==> config.mk <==
export PLATFORM = sky130hd
export DESIGN_NAME = pn_shift_ctrl_gen
export DESIGN_NICKNAME = d
export VERILOG_FILES = /design/src/rtl/pn_shift_ctrl_gen_pkg.sv /design/src/rtl/pn_shift_ctrl_gen_fifo.sv /design/src/rtl/pn_shift_ctrl_gen.sv
export SDC_FILE = /design/constraint.sdc
export NUM_CORES = 1
export LEC_CHECK = 0
export CAP_MARGIN = 20
export CORE_ASPECT_RATIO = 1.25
export CORE_MARGIN = 2
export CORE_UTILIZATION = 35
export DETAILED_ROUTE_END_ITERATION = 8
export PLACE_DENSITY = 0.56
export SYNTH_ARGS = -nofsm -noshare
export SYNTH_HDL_FRONTEND = slang
export SYNTH_SLANG_ARGS = --single-unit
==> constraint.sdc <==
create_clock -name clk -period 3 [get_ports clk]
set_input_delay 0.6 -clock clk [delete_from_list [all_inputs] [get_ports clk]]
set_output_delay 0.6 -clock clk [all_outputs]
set_load 0.02 [all_outputs]
==> src/rtl/pn_shift_ctrl_gen_pkg.sv <==
// Shared constants, shift type and modulo-Z helpers for the Z=96 permutation network.
package pn_pkg;
  localparam int unsigned Z  = 96;
  localparam int unsigned SW = 7;

  typedef logic [SW-1:0] shift_t;

  localparam shift_t Z_S = shift_t'(Z);

  // Inputs never exceed 127 < 2Z, so one conditional subtraction reduces fully.
  function automatic shift_t mod_z(input shift_t s);
    return (s >= Z_S) ? shift_t'(s - Z_S) : s;
  endfunction

  function automatic shift_t inv_shift(input shift_t s);
    return (s == '0) ? '0 : shift_t'(Z_S - s);
  endfunction
endpackage

==> src/rtl/pn_shift_ctrl_gen_fifo.sv <==
// Synchronous FIFO of accepted shifts awaiting their inverse permutation.
module pn_shift_fifo
  import pn_pkg::*;
#(
  parameter int unsigned DEPTH = 8,
  localparam int unsigned AW = $clog2(DEPTH),
  localparam int unsigned CW = AW + 1
) (
  input  logic          clk,
  input  logic          rst_n,
  input  logic          clr,
  input  logic          push,
  input  logic [SW-1:0] wdata,
  input  logic          pop,
  output logic [SW-1:0] rdata,
  output logic          full,
  output logic          empty,
  output logic [CW-1:0] count
);
  shift_t        mem [DEPTH];
  logic [AW-1:0] wptr_q, wptr_d, rptr_q, rptr_d;
  logic [CW-1:0] cnt_q, cnt_d;

  assign full  = (cnt_q == CW'(DEPTH));
  assign empty = (cnt_q == '0);
  assign count = cnt_q;
  assign rdata = mem[rptr_q];

  always_comb begin
    wptr_d = wptr_q;
    rptr_d = rptr_q;
    cnt_d  = cnt_q;
    if (clr) begin
      wptr_d = '0;
      rptr_d = '0;
      cnt_d  = '0;
    end else begin
      if (push) wptr_d = wptr_q + 1'b1;
      if (pop)  rptr_d = rptr_q + 1'b1;
      case ({push, pop})
        2'b10:   cnt_d = cnt_q + 1'b1;
        2'b01:   cnt_d = cnt_q - 1'b1;
        default: cnt_d = cnt_q;
      endcase
    end
  end

  always_ff @(posedge clk or negedge rst_n) begin
    if (!rst_n) begin
      wptr_q <= '0;
      rptr_q <= '0;
      cnt_q  <= '0;
    end else begin
      wptr_q <= wptr_d;
      rptr_q <= rptr_d;
      cnt_q  <= cnt_d;
    end
  end

  always_ff @(posedge clk) begin
    if (push && !clr) mem[wptr_q] <= wdata;
  end
endmodule

==> src/rtl/pn_shift_ctrl_gen.sv <==
// Forward/inverse permutation-network control word generator for the Z=96 LDPC decoder.
// Define PN_STATUS_EN to add the err_range, err_underflow and fifo_count status ports.
module pn_shift_ctrl_gen
  import pn_pkg::*;
#(
  parameter int unsigned DEPTH = 8
) (
  input  logic          clk,
  input  logic          rst_n,
  input  logic          clr,
  input  logic [SW-1:0] shift_in,
  input  logic          shift_valid,
  output logic          shift_ready,
  output logic [SW-1:0] fwd_ctrl,
  output logic          fwd_valid,
  input  logic          inv_req,
  output logic [SW-1:0] inv_ctrl,
  output logic          inv_valid
`ifdef PN_STATUS_EN
  ,
  output logic          err_range,
  output logic          err_underflow,
  output logic [SW-1:0] fifo_count
`endif
);
  localparam int unsigned CW = $clog2(DEPTH) + 1;

  logic [CW-1:0] cnt;
  logic          full, empty, accept, pop;
  shift_t        s_mod, rdata;
  shift_t        fwd_ctrl_q, fwd_ctrl_d, inv_ctrl_q, inv_ctrl_d;
  logic          fwd_valid_q, fwd_valid_d, inv_valid_q, inv_valid_d;

  assign shift_ready = (cnt != CW'(DEPTH));
  // full mirrors !shift_ready; a same-cycle pop never opens a slot for a push.
  assign accept      = shift_valid && !full && !clr;
  assign pop         = inv_req && !empty && !clr;
  assign s_mod       = mod_z(shift_in);

  pn_shift_fifo #(.DEPTH(DEPTH)) u_fifo (
    .clk   (clk),
    .rst_n (rst_n),
    .clr   (clr),
    .push  (accept),
    .wdata (s_mod),
    .pop   (pop),
    .rdata (rdata),
    .full  (full),
    .empty (empty),
    .count (cnt)
  );

  always_comb begin
    fwd_valid_d = accept;
    fwd_ctrl_d  = accept ? s_mod : fwd_ctrl_q;
    inv_valid_d = pop;
    inv_ctrl_d  = pop ? inv_shift(rdata) : inv_ctrl_q;
  end

  always_ff @(posedge clk or negedge rst_n) begin
    if (!rst_n) begin
      fwd_ctrl_q  <= '0;
      fwd_valid_q <= 1'b0;
      inv_ctrl_q  <= '0;
      inv_valid_q <= 1'b0;
    end else begin
      fwd_ctrl_q  <= fwd_ctrl_d;
      fwd_valid_q <= fwd_valid_d;
      inv_ctrl_q  <= inv_ctrl_d;
      inv_valid_q <= inv_valid_d;
    end
  end

  assign fwd_ctrl  = fwd_ctrl_q;
  assign fwd_valid = fwd_valid_q;
  assign inv_ctrl  = inv_ctrl_q;
  assign inv_valid = inv_valid_q;

`ifdef PN_STATUS_EN
  logic err_range_q, err_range_d, err_underflow_q, err_underflow_d;

  always_comb begin
    err_range_d     = err_range_q;
    err_underflow_d = err_underflow_q;
    if (clr) begin
      err_range_d     = 1'b0;
      err_underflow_d = 1'b0;
    end else begin
      if (accept && (shift_in >= Z_S)) err_range_d = 1'b1;
      if (inv_req && empty)            err_underflow_d = 1'b1;
    end
  end

  always_ff @(posedge clk or negedge rst_n) begin
    if (!rst_n) begin
      err_range_q     <= 1'b0;
      err_underflow_q <= 1'b0;
    end else begin
      err_range_q     <= err_range_d;
      err_underflow_q <= err_underflow_d;
    end
  end

  assign err_range     = err_range_q;
  assign err_underflow = err_underflow_q;
  assign fifo_count    = SW'(cnt);
`endif
endmodule

==> results of run 1 <==
-- stage by stage --
step	hold WS (ns)	total power (W)	area [µm²]	worst slack, ns	std cells
finish	0.481	0.00378	4480	0.327	429
detailed placement	0.462	0.00262	4150	0.124	413
floorplan	0.304	0.00227	3620	0.0631	244
global route	0.516	0.00399	4480	0.137	429
global placement	0.462	0.00261	4150	0.153	413
CTS	0.485	0.00383	4480	0.308	429
-- registers in the layout, indices dropped and copies added (netlist names) --
name,cells
fwd_ctrl,7
fwd_valid,1
inv_ctrl,7
inv_valid,1
u_fifo.count,4
u_fifo.mem,56
u_fifo.rptr_q,3
u_fifo.wptr_q,3
-- metal layers --
| metal | vias up | part of all wire [%] |
|---|---|---|
| met3 | 12 | 2.9 |
| met2 | 38 | 53 |
| li1 | 1004 | - |
| met4 | 0 | 2.4 |
| met5 | - | 0 |
| met1 | 1040 | 41 |
-- worst min-delay path: cells and delay by family, from the launching register on --
| family | cells | cell delay (ns) |
|---|---|---|
| DFF | 1 | 0.34 |
| and+or+nand+nor | 1 | 0.05 |
| AOI/OAI and AO/OA | 1 | 0.06 |
-- report_power, final --
group | internal, W | leakage (nW) | switching, W | total, W
registers | 0.00135 | 0.843 | 0.000141 | 0.00149
clock network | 0.000740 | 0.158 | 0.000459 | 0.00120
logic | 0.000572 | 0.696 | 0.000522 | 0.00109
-- logic make-up (layout without fill, tap and decap cells) --
group	after synthesis	after routing	share of synthesized area [%]
xor gates and xnor gates	12	12	3.12
AOI/OAI and AO/OA	19	19	3.95
buffers and inverters	14	70	2.43
adders and majority gates	6	6	2.29
and+or+nand+nor	85	85	10.9
muxes	26	26	12.7
DFF	82	82	64.6
-- cell type report --
| cell class | instances | area, µm² | share of cell area (%) |
|---|---|---|---|
| well taps | 129 | 161 | 3.61 |
| clock buffers | 10 | 229 | 5.12 |
| repair buffers | 49 | 438 | 9.78 |
| flip-flops and latches | 82 | 2330 | 52.1 |
| clock inverters | 6 | 95.1 | 2.12 |
| multi-input cells | 148 | 1200 | 26.8 |
| inverters | 5 | 18.8 | 0.419 |
-- placed cells by master (no fill, tap or decap), types with 4 or more instances in the layout --
| master | n |
|---|---|
| sky130_fd_sc_hd__clkdlybuf4s50_1 | 28 |
| sky130_fd_sc_hd__mux2i_1 | 4 |
| sky130_fd_sc_hd__mux2_2 | 4 |
| sky130_fd_sc_hd__nand2b_1 | 4 |
| sky130_fd_sc_hd__mux4_2 | 12 |
| sky130_fd_sc_hd__nand2_1 | 33 |
| sky130_fd_sc_hd__nor3_1 | 12 |
| sky130_fd_sc_hd__xnor2_1 | 7 |
| sky130_fd_sc_hd__dfrtp_1 | 26 |
| sky130_fd_sc_hd__clkbuf_16 | 9 |
| sky130_fd_sc_hd__ha_1 | 5 |
| sky130_fd_sc_hd__xor2_1 | 4 |
| sky130_fd_sc_hd__edfxtp_1 | 56 |
| sky130_fd_sc_hd__buf_4 | 21 |
| sky130_fd_sc_hd__nor2_1 | 21 |
-- worst max path at each step --
stage | startpoint | end | slack, ns
after floorplan | u_fifo.count[0] | u_fifo.count[3] | 0.06
after global placement | inv_req | u_fifo.count[3] | 0.15
after detailed placement | inv_req | u_fifo.count[3] | 0.12
after CTS | u_fifo.count[0] | u_fifo.count[3] | 0.31
after global routing | u_fifo.rptr_q[0] | inv_ctrl[0] | 0.14
final | u_fifo.count[0] | u_fifo.count[3] | 0.33
==> flow_summary.toml, run 1 <==
[hold_path]
worstHoldPathType = "flip-flop to flip-flop"
hold_path_startpoint = "inv_ctrl[5]"
whs_endpoint = "inv_ctrl[5]"
min_path_cells = 2

[synth]
synth_most_common_cell = "sky130_fd_sc_hd__edfxtp_1"
synthesis.yosys.warnings = 0
synth_top_cells_by_area = "sky130_fd_sc_hd__edfxtp_1 (47%), sky130_fd_sc_hd__dfrtp_1 (18%), sky130_fd_sc_hd__mux4_2 (7.5%)"
post_synth_most_frequent_cells = "sky130_fd_sc_hd__edfxtp_1 (56), sky130_fd_sc_hd__nand2_1 (33), sky130_fd_sc_hd__dfrtp_1 (26), sky130_fd_sc_hd__nor2_1 (21)"
synth_async_sr_flop_share_pct = 31.7
synth_top_cell_by_area = "sky130_fd_sc_hd__edfxtp_1"
synth.net_count = 262
synth_top_flop_cell = "sky130_fd_sc_hd__edfxtp_1"
netlist-cell-type-count = 46
synth.top_cell.area_share_pct = 46.6
yosysSeqAreaShare_pct = 64.6
synth-seq-cells = 82
netlist_area_um2 = 3610
edff_count_synth = 56
syn-instance-count = 244
syn-mean-instance-area_um2 = 14.8

[cts]
clk_root_buffer_cell = "sky130_fd_sc_hd__clkbuf_16"
htreeDepth = 3
ctsLongestPathBuffers = 2
cts.sink_count = 82
clock_latency_ns = 0.34
post_cts_clock_slew_at_the_launch_and_capture_registers_of_the_worst_setup_and_hold_paths_ns = 0.06
cts_hold_buf = 0
post_cts_resize_count = 0
tritoncts = "yes"
cts_made_buffers = 9
cts_post_setup_buffers_inserted = 0

[global_route]
number_of_global_route_vias_before_repair = 2200
first_pass_grt_wire_length_mm = 11.4
pin_count_of_the_biggest_net_entering_global_routing = 27
antenna_found_initial = 0
grt.met1_usage_pct = 17.1
grt_overflow_total = 0
global_route.usage.met3_pct = 2.11
top_usage_layer = "met2"
gr-usage-all-layers_pct = 14.1
grt.met2_usage_pct = 23.7

[route]
total_number_of_vias = 2094
wire_per_inst_um = 16.4
avgViaCountPerCell = 4.88
postRouteAntennaNets = 0
initialDrtViolationCount = 116
drc = 0
detail_route.first_pass.iterations = 4
totalWireLength_mm = 7.02

[floorplan]
floorplan.core_area_um2 = 10100
die_height_um = 118
placementRows = 41
die_area_um2 = 11100
die_width_um = 94.8
initial_utilization_pct = 35.9
floorplan.io_pins = 29

[timing]
slew_viol_final = 0
timing_hold_violations_final = 0
transition_at_the_pin_with_the_smallest_max_transition_slack_ns = 0.656
setup_total_negative_slack_ns = 0
rsz0062_at_grt = "false"
finalCritPeriodShare_pct = 89.1
time_the_final_worst_path_needs_with_i_o_delays_and_setup_ns = 2.67
max-slew-margin-rel_pct = 56.3
setup-violations-final = 0
worst_clock_skew_ns = 0.00554
clock.fmax_mhz = 374

[power]
vdd_ir_drop_max_mv = 0.326
power.density_nw_per_um2 = 845
leakagePower_nw = 1.70

[place]
gp_routability_congestion = 0.773
hpwlAfterDp_mm = 4.95
numPortBuffers = 28

[critical_path]
cp_top_family = "simple AND/OR/NAND/NOR gates"
ff2ff_path_depth = 10
cp_max_fo = 5
critical_path_arrival_ns = 2.90
worst_path_max_delay_cell = "sky130_fd_sc_hd__or4b_1"
cp-end-kind = "flip-flop"
rrSetupSlack_ns = 0.33
timing.critical_path.cells = "or4b_1 -> and2_1 -> nor2_1 -> ha_1 -> a21o_1 -> a21o_1 -> or3_1 -> nand2_1 -> xnor2_1 -> nor2_1"
crit_type = "flip-flop to flip-flop"
cp.depth = 10
cp_slowest_stage_delay_ns = 0.61
crit_buf_inv = 0
worst_r2r_startpoint = "u_fifo.count[0]"
cp-start-kind = "flip-flop"
worst_r2r_endpoint = "u_fifo.count[3]"
critical_path_required_ns = 3.23

[finish]
layout-area-overhead-vs-synth_pct = 24.0
insertedDiodeCount = 0
drive_gt1_share_pct = 21.3
fin_nets = 313
utilization_after_layout_pct = 44.5
layout.filler_cells = 942

[outcome]
run_status = "finished, final reports clean"

[run]
max-cap-violations = 0
Note: power is estimated with default switching activity, not from simulation.
==> inputs of run 2 (changes only) <==
ABC_AREA = 0   (was unset)
SETUP_SLACK_MARGIN = 0.2   (was unset)
==> run 2 against run 1 <==
Net effect: clock skew down 0.0017 ns; routed wire length is 2.1% lower; critical path depth is the same; die area stayed put; global-route usage down 0.067 points; via count down 4.1%; combinational power hardly changed; register-to-register slack barely moved; non-clock buffer count shrank 3.
==> flow_summary.toml, run 2 (synthesis gave the netlist of run 1 again) <==
[cts]
cts_hold_buf = 0
cts_made_buffers = 9
clock_latency_ns = 0.33
cts.sink_count = 82
ctsLongestPathBuffers = 2
cts_post_setup_buffers_inserted = 0
htreeDepth = 3
post_cts_clock_slew_at_the_launch_and_capture_registers_of_the_worst_setup_and_hold_paths_ns = 0.06
clk_root_buffer_cell = "sky130_fd_sc_hd__clkbuf_16"
tritoncts = "yes"

[floorplan]
placementRows = 41
floorplan.core_area_um2 = 10100
die_area_um2 = 11100
floorplan.io_pins = 29
die_height_um = 118
die_width_um = 94.8
initial_utilization_pct = 35.9

[route]
avgViaCountPerCell = 4.72
detail_route.first_pass.iterations = 4
postRouteAntennaNets = 0
initialDrtViolationCount = 103
totalWireLength_mm = 6.87
drc = 0
wire_per_inst_um = 16.1
total_number_of_vias = 2009

[timing]
time_the_final_worst_path_needs_with_i_o_delays_and_setup_ns = 2.66
worst_clock_skew_ns = 0.00385
slew_viol_final = 0
transition_at_the_pin_with_the_smallest_max_transition_slack_ns = 0.572
clock.fmax_mhz = 376
timing_hold_violations_final = 0
finalCritPeriodShare_pct = 88.7
rsz0062_at_grt = "false"
max-slew-margin-rel_pct = 61.8
setup-violations-final = 0
hold_ws_ns = 0.481
setup_total_negative_slack_ns = 0

[global_route]
antenna_found_initial = 0
pin_count_of_the_biggest_net_entering_global_routing = 27
first_pass_grt_wire_length_mm = 11.4
grt_overflow_total = 0
gr-usage-all-layers_pct = 14.0
number_of_global_route_vias_before_repair = 2088

[finish]
final_cell_mix = "sky130_fd_sc_hd__edfxtp_1 (56), sky130_fd_sc_hd__nand2_1 (33), sky130_fd_sc_hd__clkdlybuf4s50_1 (28), sky130_fd_sc_hd__dfrtp_1 (24), sky130_fd_sc_hd__nor2_1 (20)"
most_common_library_cell_in_the_layout_ignoring_fill_and_taps = "sky130_fd_sc_hd__edfxtp_1"
drive_gt1_share_pct = 21.5
finish.instance_area_um2 = 4450
fin_nets = 310
insertedDiodeCount = 0
regMostFlops = "u_fifo.mem"
largest_reg_flops = 56
layout-area-overhead-vs-synth_pct = 23.3

[critical_path]
cp_max_fo = 5
worst_r2r_startpoint = "u_fifo.count[0]"
crit_start = "u_fifo.count[0]"
crit_type = "flip-flop to flip-flop"
critical_path_required_ns = 3.22
cp-end-kind = "flip-flop"
critical_path_arrival_ns = 2.88
cp-start-kind = "flip-flop"

[place]
gp_routability_congestion = 0.787
numPortBuffers = 28
hpwlAfterDp_mm = 4.76
place_area_um2 = 4140

[outcome]
run_status = "finished, final reports clean"

[power]
leakagePower_nw = 1.68
power.density_nw_per_um2 = 838
fin_total_pwr_w = 0.00373
vdd_ir_drop_max_mv = 0.400

[run]
max-cap-violations = 0

[hold_path]
worstHoldPathType = "flip-flop to flip-flop"
hold_path_startpoint = "inv_ctrl[2]"
## run 2: layout make-up
| class | instances | area (µm²) |
|---|---|---|
| clock inverter | 5 | 78.8 |
| tap | 129 | 161 |
| multi-input combinational | 148 | 1210 |
| clock buffer | 11 | 233 |
| sequential | 82 | 2330 |
| timing repair buffer | 46 | 415 |
| fill | 937 | 5610 |
| inverter | 5 | 18.8 |
## run 2: what timing repair did
action                                 4_1_cts  5_1_grt
resized for setup                            0        2
setup endpoints to repair                    0        6
endpoints found under the hold margin        0        0
## run 2: metrics by stage
step	util (%)	std cells	setup slack, ns
after floorplan	-	244	0.201
after global placement	41.1	410	0.129
after detailed placement	41.1	410	0.0816
after CTS	44.2	426	0.278
after global routing	44.3	426	0.202
final	44.3	426	0.338
## run 2: critical path, cell delays in order (launching register included)
cell and delay [ns]:
sky130_fd_sc_hd__dfrtp_2 0.46, sky130_fd_sc_hd__or4b_4 0.57, sky130_fd_sc_hd__and2_1 0.20, sky130_fd_sc_hd__nor2_2 0.18
sky130_fd_sc_hd__ha_1 0.25, sky130_fd_sc_hd__a21o_1 0.18, sky130_fd_sc_hd__a21o_1 0.18, sky130_fd_sc_hd__or3_1 0.30
sky130_fd_sc_hd__nand2_1 0.08, sky130_fd_sc_hd__xnor2_1 0.11, sky130_fd_sc_hd__nor2_1 0.05
## run 2: worst paths after layout
path | slack [ns] | to | depth (start not counted)
max in group asynchronous | 2.04 | u_fifo.rptr_q[0] | 2
min | 0.48 | inv_ctrl[2] | 2
max | 0.34 | u_fifo.count[3] | 10
max reg2reg | 0.34 | u_fifo.count[3] | 10
min in group asynchronous | 0.64 | fwd_ctrl[6] | 2
min reg2reg | 0.48 | inv_ctrl[2] | 2
## run 2: metal layers
metal  vias to the layer above  GRT usage, %  wire length [µm]
met5                         -             0                 0
met4                         0          6.79               139
met3                        11          3.14               229
met2                        35          22.4              3490
met1                       966          17.9              3010
li1                        997             -                 -
## run 2: power breakdown
group          internal, W  switching, W
clock network     0.000727      0.000421
logic             0.000568      0.000526
registers          0.00135      0.000136
==> inputs of run 3 (changes only) <==
CORE_ASPECT_RATIO = 1.2   (was 1.25)
==> run 3 against run 2 <==
Net effect: global-route usage shrank 0.077 points; sequential power is essentially flat; clock skew grew 0.0027 ns; final area shrank 1.0%; total power shrank 4.1%; utilization shrank 0.25 points; die area is essentially flat; hold slack is essentially flat.
==> flow_summary.toml, run 3 (synthesis gave the netlist of run 1 again) <==
[floorplan]
initial_utilization_pct = 36.1
die_width_um = 96.7
floorplan.io_pins = 29
floorplan.core_area_um2 = 10000
placementRows = 40
die_area_um2 = 11100
die_height_um = 115

[route]
drc = 0
totalWireLength_mm = 7.05
postRouteAntennaNets = 0
wire_per_inst_um = 16.7
avgViaCountPerCell = 4.91
detail_route.first_pass.iterations = 4
total_number_of_vias = 2078
initialDrtViolationCount = 87

[place]
hpwlAfterDp_mm = 4.85
numPortBuffers = 28
place_area_um2 = 4130
gp_routability_congestion = 0.738

[critical_path]
worst_r2r_startpoint = "u_fifo.count[0]"
critical_path_required_ns = 3.22
cp_max_fo = 5
cp-end-kind = "flip-flop"
crit_type = "flip-flop to flip-flop"
rrSetupSlack_ns = 0.34
critical_path_arrival_ns = 2.88
cp-start-kind = "flip-flop"
ff2ff_path_depth = 10
worst_r2r_endpoint = "u_fifo.count[3]"

[finish]
utilization_after_layout_pct = 44.0
insertedDiodeCount = 0
fin_nets = 310
largest_reg_flops = 56
finish.instance_area_um2 = 4400
regMostFlops = "u_fifo.mem"
final_cell_mix = "sky130_fd_sc_hd__edfxtp_1 (56), sky130_fd_sc_hd__nand2_1 (33), sky130_fd_sc_hd__clkdlybuf4s50_1 (28), sky130_fd_sc_hd__dfrtp_1 (25), sky130_fd_sc_hd__nor2_1 (20)"
most_common_library_cell_in_the_layout_ignoring_fill_and_taps = "sky130_fd_sc_hd__edfxtp_1"
layout-area-overhead-vs-synth_pct = 22.0
layout.filler_cells = 927
drive_gt1_share_pct = 21.5

[timing]
max-slew-margin-rel_pct = 66.1
timing_hold_violations_final = 0
worst_clock_skew_ns = 0.00660
clock.fmax_mhz = 376
transition_at_the_pin_with_the_smallest_max_transition_slack_ns = 0.508
slew_viol_final = 0
setup_total_negative_slack_ns = 0
time_the_final_worst_path_needs_with_i_o_delays_and_setup_ns = 2.66
setup-violations-final = 0
hold_ws_ns = 0.481
finalCritPeriodShare_pct = 88.8
rsz0062_at_grt = "false"

[hold_path]
worstHoldPathType = "flip-flop to flip-flop"
min_path_cells = 2
whs_endpoint = "fwd_ctrl[0]"
hold_path_startpoint = "fwd_ctrl[0]"

[cts]
tritoncts = "yes"
clk_root_buffer_cell = "sky130_fd_sc_hd__clkbuf_16"
cts_post_setup_buffers_inserted = 0
htreeDepth = 3
ctsLongestPathBuffers = 2
cts_made_buffers = 9
cts_hold_buf = 0
post_cts_clock_slew_at_the_launch_and_capture_registers_of_the_worst_setup_and_hold_paths_ns = 0.06
clock_latency_ns = 0.33
cts.sink_count = 82

[power]
power.density_nw_per_um2 = 812
fin_total_pwr_w = 0.00358
leakagePower_nw = 1.65
vdd_ir_drop_max_mv = 0.398

[global_route]
grt_overflow_total = 0
first_pass_grt_wire_length_mm = 11.6
antenna_found_initial = 0
number_of_global_route_vias_before_repair = 2166
pin_count_of_the_biggest_net_entering_global_routing = 27
gr-usage-all-layers_pct = 13.9

[outcome]
run_status = "finished, final reports clean"

[run]
max-cap-violations = 0
## run 3: final cells by class
type / instances / area, µm² / area share, %
sequential: 82 / 2330 / 53.0
multi-input combinational: 148 / 1210 / 27.4
timing repair buffer: 46 / 415 / 9.43
clock buffer: 10 / 229 / 5.20
tap: 126 / 158 / 3.58
clock inverter: 6 / 42.5 / 0.966
inverter: 5 / 18.8 / 0.426
## run 3: how the worst max path moves through the flow
stage                           from              end  slack (ns)  cells past startpoint
CTS                 u_fifo.rptr_q[0]      inv_ctrl[6]        0.25                      7
global route         u_fifo.count[0]  u_fifo.count[3]        0.21                     10
global placement             inv_req  u_fifo.count[3]        0.13                     11
floorplan            u_fifo.count[1]  u_fifo.count[3]        0.20                     11
detailed placement           inv_req  u_fifo.count[3]        0.10                     11
finish               u_fifo.count[0]  u_fifo.count[3]        0.34                     10
## run 3: repair_timing
| item | 4_1_cts | 5_1_grt |
|---|---|---|
| gates resized for setup | 0 | 1 |
| endpoints found under the setup margin | 0 | 5 |
| hold endpoints to repair | 0 | 0 |
## run 3: power by group
group	switching (W)	total [W]	internal, W
registers	0.000139	0.00149	0.00135
logic	0.000525	0.00109	0.000566
clock network	0.000435	0.000997	0.000561
## run 3: stage by stage
stage	cells	setup WS, ns
final	423	0.337
after CTS	423	0.248
after global routing	423	0.209
after floorplan	244	0.201
after detailed placement	407	0.102
after global placement	407	0.130
## run 3: critical path, stage by stage, from the launching register on
cell and delay [ns]:
sky130_fd_sc_hd__dfrtp_1 0.47, sky130_fd_sc_hd__or4b_4 0.58, sky130_fd_sc_hd__and2_1 0.20, sky130_fd_sc_hd__nor2_2 0.17, sky130_fd_sc_hd__ha_1 0.25, sky130_fd_sc_hd__a21o_1 0.18
sky130_fd_sc_hd__a21o_1 0.18, sky130_fd_sc_hd__or3_1 0.30, sky130_fd_sc_hd__nand2_1 0.08, sky130_fd_sc_hd__xnor2_1 0.11, sky130_fd_sc_hd__nor2_1 0.05
## run 3: per-layer routing
metal	GRT usage, %	up-vias	routed length, µm
met5	0	-	0
met4	6.76	0	131
met3	3.34	7	241
met2	24.0	45	3540
met1	16.5	1020	3140
li1	-	1006	-
